==> src/rtl/sequence_detector.sv <==
// sequence_detector: serial bit-stream pattern spotter.
// One bit of In is consumed on every rising clk edge. Out pulses (registered)
// for one cycle when the most recent PATTERN_LEN bits equal PATTERN. The
// first-received bit sits at the MSB of PATTERN.
// OVERLAP=1 lets matches share bits; OVERLAP=0 restarts from an empty history
// after each match.
// Optional build macro SEQ_DET_COUNT_EN adds an 8-bit saturating match_count
// output. Out behaves the same in both builds.
module sequence_detector #(
  parameter int                     PATTERN_LEN = 4,
  parameter logic [PATTERN_LEN-1:0] PATTERN     = 4'b1001,
  parameter bit                     OVERLAP     = 1'b1
) (
  input  logic       clk,
  input  logic       rst,
  input  logic       In,
`ifdef SEQ_DET_COUNT_EN
  output logic [7:0] match_count,
`endif
  output logic       Out
);

  localparam int HIST_W = PATTERN_LEN - 1;
  localparam int FILL_W = $clog2(PATTERN_LEN);
  localparam logic [FILL_W-1:0] FILL_FULL = FILL_W'(PATTERN_LEN - 1);

  // The fill counter stops once the history holds a full window of bits.
  function automatic logic [FILL_W-1:0] sat_fill(input logic [FILL_W-1:0] f);
    return (f == FILL_FULL) ? f : f + 1'b1;
  endfunction

  logic [HIST_W-1:0]      hist_q, hist_d;
  logic [FILL_W-1:0]      fill_q, fill_d;
  logic                   out_q, out_d;
  logic [PATTERN_LEN-1:0] candidate;
  logic                   match;

  // Next-state: build the candidate window. Bits that arrive before the
  // history is fully valid must never match, even if the zero-filled history
  // happens to equal the pattern.
  always_comb begin
    candidate = {hist_q, In};
    match     = (fill_q == FILL_FULL) && (candidate == PATTERN);
    out_d     = match;
    hist_d    = candidate[HIST_W-1:0];
    fill_d    = sat_fill(fill_q);
    if (match && !OVERLAP) begin
      hist_d = '0;
      fill_d = '0;
    end
  end

  // Detector state registers. Reset clears them immediately, without waiting for clk.
  always_ff @(posedge clk or posedge rst) begin
    if (rst) begin
      hist_q <= '0;
      fill_q <= '0;
      out_q  <= 1'b0;
    end else begin
      hist_q <= hist_d;
      fill_q <= fill_d;
      out_q  <= out_d;
    end
  end

  assign Out = out_q;

`ifdef SEQ_DET_COUNT_EN
  // The match counter sticks at 255 instead of wrapping.
  function automatic logic [7:0] sat_inc8(input logic [7:0] v);
    return (v == 8'hFF) ? v : v + 8'd1;
  endfunction

  logic [7:0] count_q, count_d;

  // Next count: advance on every edge where the match condition holds.
  always_comb begin
    count_d = count_q;
    if (match) count_d = sat_inc8(count_q);
  end

  // Match counter register. Only reset clears it.
  always_ff @(posedge clk or posedge rst) begin
    if (rst) count_q <= 8'd0;
    else     count_q <= count_d;
  end

  assign match_count = count_q;
`endif

endmodule

==> config.mk <==
export PLATFORM = sky130hd
export DESIGN_NAME = sequence_detector
export DESIGN_NICKNAME = d
export VERILOG_FILES = /design/src/rtl/sequence_detector.sv
export SDC_FILE = /design/constraint.sdc
export NUM_CORES = 1
export LEC_CHECK = 0
export ABC_CLOCK_PERIOD_IN_PS = 2100
export CELL_PAD_IN_SITES_DETAIL_PLACEMENT = 0
export CELL_PAD_IN_SITES_GLOBAL_PLACEMENT = 1
export CORE_AREA = 2 2 39 41
export CTS_CLUSTER_SIZE = 12
export DETAILED_ROUTE_END_ITERATION = 10
export DIE_AREA = 0 0 41 43
export PLACE_DENSITY = 0.33
export SLEW_MARGIN = 20
export SYNTH_ARGS = -nofsm -noshare
export SYNTH_HDL_FRONTEND = slang
export SYNTH_SLANG_ARGS = --single-unit
==> constraint.sdc <==
create_clock -name clk -period 2.1 [get_ports clk]
set_input_delay 0.42 -clock clk [delete_from_list [all_inputs] [get_ports clk]]
set_output_delay 0.42 -clock clk [all_outputs]
set_load 0.03 [all_outputs]
==> results summary, run 1 <==
Of the synthesized area, sequential elements account for 72.7%. The synthesized design contains 6 register bits. The average instance in the mapped netlist occupies 17.2 sq um. The number of sinks driven by the clock tree is 6. The critical path goes through clkdlybuf4s50_1. In this run the critical register-to-register path is launched from fill_q[0]$_DFFE_PP0P_. At the end of routability-driven placement, the weighted congestion stood at 0.588. The final net count is 24. The post-synthesis cell area came out at 206 sq um. TritonCTS built the clock tree.

The tightest min-delay check is of the reg2reg type. After detailed routing, the number of remaining DRC violations is 0. The highest-delay cell along the critical path is clkdlybuf4s50_1. The remaining antenna violation count is 0. The number of instances in the synthesized netlist is 12. After synthesis, the cell types taking the most area are dfrtp_1 73%, ha_1 6.1%, nor3b_2 6.1%, mux2_2 5.5%, xnor2_1 4.2%. In this run the clock root is driven by a clkbuf_4. In the synthesized netlist the dominant register cell turns out to be dfrtp_1. At the pin with the least slew margin, the transition time is 0.299 ns. The final hold violation count is 0.

The final standard cell area without fillers came out at 279 sq um. Clock latency on the worst-skew pair, taken at its later pin, is 0.24 ns. The first-pass iteration count of the detailed router came out at 2. The routed layout has 107 vias. The number of max-cap violations came out at 0. The height of the die came out at 43 um. Tracing the worst setup path back leads to its startpoint at Out$_DFF_PP0_. The routing usage on met1 is 4.59%. The worst hold path begins at hist_q[0]$_DFF_PP0_.

The required time at the endpoint of the critical path came out at 1.68 ns. The area of placed instances came out at 256 sq um. Setup repair after global routing left no endpoint under its margin.

In the final layout, flip-flops and latches occupy 150 sq um. The number of antenna diodes in the final layout is 0. The met2 layer usage reported by global route is 3.75%.

The number of enable-type register cells in the synthesized netlist is 0. For the finished layout, the period the worst path requires is 1.62 ns. The start-to-end type of the worst setup path is reg2out.

Counting flops with an async set or reset pin after synthesis yields a share of 100%. Adding up every negative setup slack in the final design gives 0 ns. The first-pass GRT wire length is 414 um. The worst clock skew came out at 0.00239 ns. The static leakage came out at 0.113 nW. The residual overflow from global routing came out at 0. The count of placed standard cells in the final layout, fillers left out came out at 34. The instance count after placement with tap cells included is 31. IR analysis of the VDD net gives a maximum drop of 0.407 mV. The total area inside the core boundary comes to 1380 sq um.

The global-route track usage on met3 is 7.85%. The number of buffers inserted by hold repair at cts came out at 0. The initial antenna violation count was 0. For this configuration, the core starts out at a cell density of 14.9%.

STA classifies the critical path startpoint as a register. Derived from the worst setup path, the maximum achievable clock frequency is 616 MHz. The average detailed-routed wire length per instance is 7.06 um. The post-synthesis net count is 16.

The highest fanout seen on the critical path came out at 1. The yosys synthesis warning count is 0. dfrtp_1 takes more of the synthesized area than any other cell.

met3 is the most crowded layer. Together, buffers and inverters on the worst path number 1. The via count of the first global-routing pass was 98. The pin count of the biggest net entering global routing came out at 7. The proportion of netlist area held by the largest area contributor came out at 72.7%. The number of fill cells came out at 144. The overall power after layout came out at 0.230 mW. The share of layout cells above drive strength 1 came out at 27.8%.

STA classifies the critical path endpoint as an output pin. Counting along the longest clock path gives a buffer depth of 2. The layout-stage area growth over the synthesis result came out at 35.2%. The horizontal die dimension came out at 41 um. The number of port buffers came out at 3.

After floorplanning, the core was divided into 14 placement rows. The count of final setup violators came out at 0. The number of H-tree levels came out at 1. The total clock buffers created by CTS is 3. Among all cell types in the netlist, the one instantiated most often is dfrtp_1. After clock tree synthesis, the setup repair step added 0 buffers. Clock-pin slew was measured on the worst setup and hold paths at 0.04 ns.

The pre-CTS setup slack is 0.726 ns. The worst path setup slack after routing is 0.477 ns. Dividing total power by cell area gives a power density of 825 nW/um^2.

The final wirelength came out at 240 um. Post-CTS repair changed the size of 0 cells. In this run the count of I/O pins placed on the die edge is 4. The number of pins exceeding their max-slew limit in the final report came out at 0. After detailed routing, the number of vias per cell comes to 3.15. The run finished with clean final reports. Dividing the final minimum period by the clock period gives 77.3%.

The DRC marker count from the first detailed-route iteration came out at 1. The die area is 1760 sq um. The headroom to the max-slew limit is 80.0%. The largest single stage delay on the critical path is 0.66 ns. The global-route usage over all layers is 4.44%. The kind of cell with the highest combined delay along the critical path is buffers and inverters. The number of distinct library cell variants in the gate-level netlist after synthesis is 7. For the worst setup path, the data arrival time is 1.20 ns. The multi-input combinational cell area came out at 52.6 sq um.
-- layout make-up --
cell class                      instances  area share, %
Sequential cell                         6           53.8
Multi-Input combinational cell          5           18.8
Timing Repair Buffer                    3           10.8
Inverter                                1           1.35
Tap cell                               16           7.17
Clock buffer                            3           8.07
-- layout by cell type (no fill, tap or decap), drive strengths merged --
cell type | netlist | routed
nor3b | 1 | 1
nand3b | 1 | 1
clkdlybuf4s50 | 0 | 3
xnor2 | 1 | 1
inv | 1 | 1
clkbuf | 0 | 3
mux2 | 1 | 1
ha | 1 | 1
dfrtp | 6 | 6
-- through the flow --
stage,hold WS [ns],utilization [%]
2_1_floorplan,0.211,-
3_3_place_gp,0.354,18.5
3_5_place_dp,0.350,18.5
4_1_cts,0.357,20.2
5_1_grt,0.379,20.2
6_report,0.355,20.2
-- path summary, 6_finish.rpt --
| path | endpoint | slack (ns) | depth (start not counted) |
|---|---|---|---|
| max in group asynchronous | fill_q[0]$_DFFE_PP0P_ | 1.52 | 2 |
| hold reg to reg | hist_q[1]$_DFF_PP0_ | 0.35 | 0 |
| hold / removal | hist_q[1]$_DFF_PP0_ | 0.35 | 0 |
| min in group asynchronous | Out$_DFF_PP0_ | 0.40 | 2 |
| setup reg to reg | fill_q[1]$_DFFE_PP0P_ | 1.05 | 2 |
| setup / recovery | Out | 0.48 | 1 |
-- per-layer routing --
metal / vias to the layer above / part of all wire [%]
met2: 5 / 42
li1: 53 / -
met3: 0 / 16
met5: - / 0
met4: 0 / 0
met1: 49 / 42
-- state kept, by name, indices dropped and copies added, names as in the netlist --
| signal | cells |
|---|---|
| hist_q | 3 |
| fill_q | 2 |
| Out | 1 |
-- kinds of logic after synthesis --
| family | Yosys count | share of synthesized area, % |
|---|---|---|
| buffers and inverters | 1 | 1.82 |
| DFF | 6 | 72.7 |
| xor gates and xnor gates | 1 | 4.24 |
| muxes | 1 | 5.45 |
| and+or+nand+nor | 2 | 9.70 |
| adders and majority gates | 1 | 6.06 |
-- power by group --
part           internal, mW  switching, mW  leakage, nW
clock network        0.0642         0.0355       0.0138
logic               0.00541        0.00442       0.0334
registers             0.120        0.00117       0.0662
Note: power is estimated with default switching activity, not from simulation.
==> run 2, diff against run 1 <==
- ABC_CLOCK_PERIOD_IN_PS: 2100 -> 1300
- PLACE_DENSITY: 0.33 -> 0.34
- clock period: 2.1 -> 1.3 ns (I/O delays scaled with it)
==> run 2 against run 1 <==
Net effect: critical path depth stayed put; count of clock-buffer cells in the layout unchanged; die area unchanged; sequential share of layout area grew 0.24 points; clock skew up 0.0015 ns; routed wire length rose by 25%; final area fell by 0.45%; utilization shrank 0.090 points; register-to-register slack got worse by 0.81 ns; hold slack worse by 0.12 ns; worst setup slack got worse by 0.38 ns; critical path type unchanged; largest cell class unchanged.
==> results summary, run 2 (synthesized netlist as in run 1, its figures left out) <==
The flow ran to the end, and the final reports show no timing, DRC or antenna violations. The deepest clock path buffer count came out at 2 (unchanged). The highest fanout seen on the critical path is 1 (unchanged). The library cell used most frequently in the layout, excluding fill and tap cells, is dfrtp_1.

The number of buffer and inverter instances along the worst setup path is 1 (unchanged). The initial antenna violation count was 0 (unchanged). The internal cell power is 0.305 mW (+61%). The final net count came out at 24 (unchanged). The count of placed standard cells in the final layout, fillers left out was 34 (unchanged). The number of flip-flops in the largest register is 3 (unchanged). STA classifies the critical path endpoint as an output pin. The number of buffers inserted by hold repair at cts is 0 (unchanged). The pin count of the biggest net entering global routing came to 7 (unchanged). The first-pass iteration count of the detailed router is 1 (-1). The required time at the endpoint of the critical path came out at 1.04 ns (-0.64 ns). Setup repair after global routing left no endpoint under its margin. The worst path uses 92.2% of the clock period. The type of element launching the critical path is a register.

In the layout the commonest cells are 6 x dfrtp_1, 3 x clkbuf_4, 2 x clkdlybuf4s50_1. The remaining antenna violation count is 0 (unchanged). The signal arrival time at the worst endpoint came out at 0.94 ns (-0.26 ns). The global placement routability congestion was 0.572 (-2.8%). The number of pins exceeding their max-slew limit in the final report was 0 (unchanged). The largest individual stage delay along the critical path comes from the cell dlygate4sd2_1.

The biggest cell delay along the critical path came out at 0.39 ns (-0.27 ns). The part of the total power dissipated in the clock network came out at 44.0% (+0.7 points). The height of the die came out at 43 um (unchanged). The residual DRC count is 0 (unchanged). The number of fill cells came out at 151 (+4.9%).

The number of inserted diodes is 0 (unchanged). The power density over cell area was 1350 nW/um^2 (+64%). The post-CTS setup repair buffer count is 0 (unchanged). The first-pass GRT wire length came out at 586 um (+42%). The layout-stage area growth over the synthesis result came out at 34.5%. The global-route usage over all layers is 5.96% (+1.5 points).

The die area came out at 1760 sq um (unchanged). The final hold violation count is 0 (unchanged). Traced cell by cell, the critical path runs through dlygate4sd2_1. The slew of the pin with the lowest slew margin came to 0.294 ns (-0.00515 ns). TritonCTS built the clock tree.

The root buffer selected by CTS is clkbuf_4. The count of final setup violators came out at 0 (unchanged). The minimum clock period is 1.20 ns.

The horizontal die dimension came out at 41 um (unchanged). The number of resized instances in the post-cts repair step is 1 (+1). The initial core utilization came to 14.9% (unchanged). The worst supply voltage drop on vdd came out at 0.301 mV (-26%). The net switching share of the total power is 18.8% (+0.98 points). The total clock buffers created by CTS came out at 3 (unchanged). Ranked by flip-flop count, first place goes to hist_q.

The via count of the first global-routing pass was 146 (+49%). The number of placement rows came out at 14 (unchanged). The number of H-tree levels came out at 1 (unchanged). The number of I/O pins came out at 4 (unchanged).

The worst setup path is of the reg2out kind. The number of port buffers came out at 3 (unchanged). The share of layout cells above drive strength 1 is 27.8% (unchanged).

Among cell families on the critical path, the largest total delay comes from buffers and inverters. The sum of negative setup slack came out at 0 ns (unchanged). The count of vias placed by the detailed router came out at 118 (+10%). The switching power total is 0.0708 mW (+72%). The DRC marker count from the first detailed-route iteration came to 0 (-1). The static leakage is 0.118 nW (+3.9%). The instance count after placement with tap cells included came out at 31 (unchanged). The area inside the core boundary came to 1380 sq um (unchanged).

The utilization after layout came out at 20.1% (-0.090 points). The post-route worst hold slack is 0.234 ns (-0.121 ns). The number of vias per cell came to 3.47 (+10%). The average detailed-routed wire length per instance is 8.85 um (+25%). The number of sinks driven by the clock tree is 6 (unchanged). The headroom to the max-slew limit is 80.5% (+0.48 points).

The part of the power in registers is 51.9% (-0.5 points). The part of the power in combinational logic was 4.1% (-0.2 points). The final wirelength is 301 um (+25%).

The clock edge transition at the registers on the reported setup and hold paths is 0.04 ns (about the same). The top achievable clock speed is 834 MHz. In this run the worst hold path is classified as in2async. The worst clock skew came out at 0.00389 ns (+0.00149 ns). The number of max-cap violations was 0 (unchanged).

The clock latency reported for the late side of the worst-skew pair came out at 0.24 ns (about the same). The residual overflow from global routing came out at 0 (unchanged).
[run 2: final cells by class]
class | count | area [sq um] | share of cell area (%)
Sequential cell | 6 | 150 | 54.1
Timing Repair Buffer | 3 | 28.8 | 10.4
Multi-Input combinational cell | 5 | 52.6 | 18.9
Tap cell | 16 | 20.0 | 7.21
Inverter | 1 | 3.75 | 1.35
Clock buffer | 3 | 22.5 | 8.11
[run 2: power by group through the flow]
| stage | Sequential, mW | Clock [mW] | Combinational [mW] |
|---|---|---|---|
| finish | 0.195 | 0.165 | 0.0154 |
| global route | 0.196 | 0.180 | 0.0176 |
| CTS | 0.195 | 0.177 | 0.0160 |
| detailed placement | 0.198 | 0 | 0.0164 |
| global placement | 0.198 | 0 | 0.0164 |
| floorplan | 0.199 | 0 | 0.00566 |
[run 2: per-stage QoR]
| step | area [sq um] | setup WS [ns] | total power, mW |
|---|---|---|---|
| 2_1_floorplan | 206 | 0.284 | 0.205 |
| 3_3_place_gp | 256 | 0.0675 | 0.214 |
| 3_5_place_dp | 256 | 0.0678 | 0.215 |
| 4_1_cts | 278 | 0.0782 | 0.388 |
| 5_1_grt | 278 | 0.0459 | 0.393 |
| 6_report | 278 | 0.101 | 0.376 |
[run 2: metal layers]
| layer | up-vias | GRT usage [%] | part of all wire (%) |
|---|---|---|---|
| met2 | 4 | 7.19 | 47 |
| li1 | 53 | - | - |
| met3 | 0 | 6.28 | 9.0 |
| met1 | 61 | 4.92 | 44 |
| met5 | - | 0 | 0 |
| met4 | 0 | 6.00 | 0 |
[run 2: worst paths after layout]
path | to | slack (ns) | cells after the start | startpoint
hold / removal | hist_q[0]$_DFF_PP0_ | 0.23 | 2 | rst
hold reg to reg | hist_q[1]$_DFF_PP0_ | 0.38 | 0 | hist_q[0]$_DFF_PP0_
setup reg to reg | fill_q[1]$_DFFE_PP0P_ | 0.24 | 2 | fill_q[0]$_DFFE_PP0P_
setup / recovery | Out | 0.10 | 1 | Out$_DFF_PP0_
max in group asynchronous | hist_q[1]$_DFF_PP0_ | 0.88 | 2 | rst
min in group clk | hist_q[1]$_DFF_PP0_ | 0.38 | 0 | hist_q[0]$_DFF_PP0_
==> edit 1, RTL diff (config.mk and constraints of run 2) <==
Add an input register stage for `In`, with the module's reset; this delays it by one clock. Comments in the files are not updated.
--- a/src/rtl/sequence_detector.sv
+++ b/src/rtl/sequence_detector.sv
@@ -25,4 +25,14 @@
   localparam logic [FILL_W-1:0] FILL_FULL = FILL_W'(PATTERN_LEN - 1);
 
+  logic In_q;
+
+  always_ff @(posedge clk or posedge rst) begin
+    if (rst) begin
+      In_q <= '0;
+    end else begin
+      In_q <= In;
+    end
+  end
+
   // The fill counter stops once the history holds a full window of bits.
   function automatic logic [FILL_W-1:0] sat_fill(input logic [FILL_W-1:0] f);
@@ -40,5 +50,5 @@
   // happens to equal the pattern.
   always_comb begin
-    candidate = {hist_q, In};
+    candidate = {hist_q, In_q};
     match     = (fill_q == FILL_FULL) && (candidate == PATTERN);
     out_d     = match;
Function: changed (Yosys sat finds a counterexample within 10 cycles, from zero or initial values and one cycle with rst high).
==> edit 1 against run 2 <==
Sequential cell count grew 1; power increased by 16%; global-route usage is 0.79 points lower; area after synthesis grew 12%; setup slack worse by 0.0036 ns; cell area increased by 10%; maximum frequency down 0.30%; routed wire length shrank 4.3%.
==> edit 1: results (changes against run 2) <==
- Routed wl met2: 110 um (-22%)
- Global Route Usage Sum: 0.0517 (-0.00792)
- Slowest stage cell, crit path: dlygate4sd2_1
- Top cells by area, synth: dfrtp_1 76%, ha_1 5.4%, nor3b_2 5.4%
- Pin count of the biggest net entering global routing: 8 (+1)
- Critical path origin: Out$_DFF_PP0_
- Met3 WL: 53 um (+96%)
- Vias in the first global route: 130 (-11%)
- Peak supply drop: 0.655 mV (+120%)
- Seq/Total Area, Yosys: 0.757 (+0.0295)
- Met1 wire length: 124 um (-6.1%)
- Outcome: complete, no violations
- Drt pass-1 iters: 2 (+1)
- Fin nets: 25 (+4.2%)
- IO buf count: 3 (unchanged)
- 1st-iter DRT viols: 2 (+2)
- Vias post-DR: 112 (-5.1%)
- Syn Nets: 17 (+1)
- Clock Skew: 0.00287 ns (-0.00102 ns)
- First-pass GRT wire length: 510 um (-13%)
- Routed length per instance: 8.00 um (-9.6%)
- Count leader, synth: dfrtp_1
- HP Class: in -> async
- Share of cells above drive strength 1: 0.250 (-0.0278)
- Slew HR: 0.805 (about the same)
- Leakage power: 0.131 nW (+11%)
- Pre-CTS WS: 0.0861 ns (+0.0184 ns)
- # H-tree levels: 1 (unchanged)
- Max stage delay on crit path: about 0.38 ns
- Ant. Diodes: 0 (unchanged)
- Routability cong.: 0.629 (+10%)
==> edit 1: routing by layer <==
metal	vias up	GRT usage
li1	57	-
met1	48	0.0497
met2	7	0.0563
met3	0	0.0785
met4	0	0.0200
met5	-	0
==> edit 1: layout make-up <==
cell class	count	area, um2
inverter	1	3.75
tap	16	20.0
sequential	7	175
multi-input combinational	5	52.6
fill	147	1080
clock buffer	4	26.3
timing repair buffer	3	28.8
==> edit 1: cell families after synthesis <==
kind of cell,Yosys count,synth area share
and+or+nand+nor,2,0.0865
adders and majority gates,1,0.0540
DFF,7,0.757
buffers and inverters,1,0.0162
muxes,1,0.0486
xor gates and xnor gates,1,0.0378
==> edit 1: worst max-delay path by stage <==
stage,end,slack (ns),cells after the start
4_1_cts,Out,0.08,1
5_1_grt,Out,0.05,1
3_5_place_dp,Out,0.09,1
2_1_floorplan,fill_q[1]$_DFFE_PP0P_,0.28,2
3_3_place_gp,Out,0.08,1
6_report,Out,0.1,1
==> edit 1: power breakdown <==
part | total, mW | switching (mW) | internal (mW) | leakage (nW)
sequential | 0.228 | 0.00276 | 0.225 | 0.0778
combinational | 0.0155 | 0.00743 | 0.00809 | 0.0378
clock | 0.194 | 0.0768 | 0.117 | 0.0150
total | 0.437 | 0.0870 | 0.350 | 0.131
==> edit 1: per-stage QoR <==
stage,hold WS [ns],util,instance area (um2),instances,power (mW)
2_1_floorplan,0.0634,-,231,13,0.239
5_1_grt,0.270,0.222,307,36,0.465
3_3_place_gp,0.350,0.203,282,32,0.248
6_report,0.241,0.222,307,36,0.437
4_1_cts,0.249,0.222,307,36,0.449
3_5_place_dp,0.355,0.203,282,32,0.249
==> edit 2, RTL diff (config.mk and constraints of run 2) <==
Without the edit above. Change the parameter `PATTERN_LEN` from 4 to 8.
--- a/src/rtl/sequence_detector.sv
+++ b/src/rtl/sequence_detector.sv
@@ -8,5 +8,5 @@
 // output. Out behaves the same in both builds.
 module sequence_detector #(
-  parameter int                     PATTERN_LEN = 4,
+  parameter int                     PATTERN_LEN = 8,
   parameter logic [PATTERN_LEN-1:0] PATTERN     = 4'b1001,
   parameter bit                     OVERLAP     = 1'b1
Formal check against the unedited RTL: not equivalent (a bounded check fails within 10 cycles, from zero or initial values and one cycle with rst high).
==> edit 2 against run 2 <==
Area after synthesis is 77% higher; core utilization is 12 points higher; sequential power is 84% higher; setup slack worse by 0.027 ns; power is 60% higher; cell area is 60% higher; first-iteration DRC count is 1 higher; routed wire length is 59% higher; sequential cell count is 5 higher; highest routed layer unchanged; hold slack better by 0.043 ns.
==> edit 2: results (changes against run 2) <==
- Vias post-DR: 179 (+52%)
- Vias in the first global route: 210 (+44%)
- Pre-CTS WS: 0.0427 ns (-0.0250 ns)
- Post-Syn Instances: 20 (+8)
- Routed length per instance: 11.2 um (+26%)
- Worst-Skew Late Latency: 0.26 ns (+0.02 ns)
- NetSw: 0.128 mW (+80%)
- Clock Skew: 0.00185 ns (-0.00204 ns)
- Reg2Reg Setup Slack: 0.08 ns (-0.16 ns)
- Leakage power: 0.186 nW (+58%)
- Outcome: complete, no violations
- Cells on worst reg2reg path: 3 (+1)
- Global Route Usage Sum: 0.0818 (+0.0222)
- Worst path arrival time: 0.97 ns (+0.03 ns)
- Fin nets: 33 (+38%)
- Critical R2R Capture: fill_q[2]$_DFFE_PP0P_
- Synth cell types: 8 (+1)
- Inst Count DP: 39 (+26%)
- Top cells by area, synth: dfrtp_1 75%, ha_1 6.8%, mux2_2 6.2%
- Clock transition at path regs: 0.07 ns (+0.03 ns)
- Actual slew at the worst max-slew pin: 0.395 ns (+0.101 ns)
- First-pass GRT wire length: 841 um (+44%)
- Routability cong.: 0.555 (-2.9%)
- WHS: 0.277 ns (+0.0431 ns)
- Vias per inst: 4.16 (+20%)
- Post-Synth Adder-Cell Area: 0.0685 (+0.00789)
- Syn Nets: 25 (+9)
-- edit 2: cell count changes after synthesis, sizes merged --
cell   change
nor3b      -1
ha         +1
mux2       +1
nor4       +1
or4b       +1
dfrtp      +5
-- edit 2: power by group through the flow --
stage | Combinational [mW] | Clock, mW | Sequential, mW
floorplan | 0.00794 | 0 | 0.364
global placement | 0.0165 | 0 | 0.365
detailed placement | 0.0166 | 0 | 0.365
CTS | 0.0168 | 0.238 | 0.359
global route | 0.0185 | 0.250 | 0.359
finish | 0.0160 | 0.227 | 0.359
-- edit 2: how the worst max path moves through the flow --
stage	end	slack (ns)	cells past startpoint
4_1_cts	Out$_DFF_PP0_	0.03	2
2_1_floorplan	fill_q[2]$_DFFE_PP0P_	0.11	3
6_report	Out	0.07	1
5_1_grt	Out	0.01	1
3_5_place_dp	Out$_DFF_PP0_	0.04	2
3_3_place_gp	fill_q[2]$_DFFE_PP0P_	0.06	3
-- edit 2: routing by layer --
layer,global-route usage,part of all wire,up-vias
li1,-,-,81
met1,0.0922,0.45,91
met2,0.0906,0.46,7
met3,0.0942,0.092,0
met4,0.0400,0,0
met5,0,0,-
-- edit 2: cell families after synthesis --
| kind of cell | Yosys count |
|---|---|
| mux | 2 |
| flops | 11 |
| simple gates | 3 |
| xor+xnor | 1 |
| fa+ha+maj | 2 |
| buf+inv | 1 |
-- edit 2: area by class of cell --
class,instances,area [um2],share of cell area
flip-flops and latches,11,275,0.620
multi-input cells,8,88.8,0.200
repair buffers,3,28.8,0.0648
clock buffers,3,22.5,0.0507
well taps,16,20.0,0.0451
clock inverters,1,5.00,0.0113
inverters,1,3.75,0.00845
-- edit 2: repair_timing --
item	CTS	global route
gates resized for setup	1	1
pin swaps	0	1
endpoints found under the setup margin	1	1
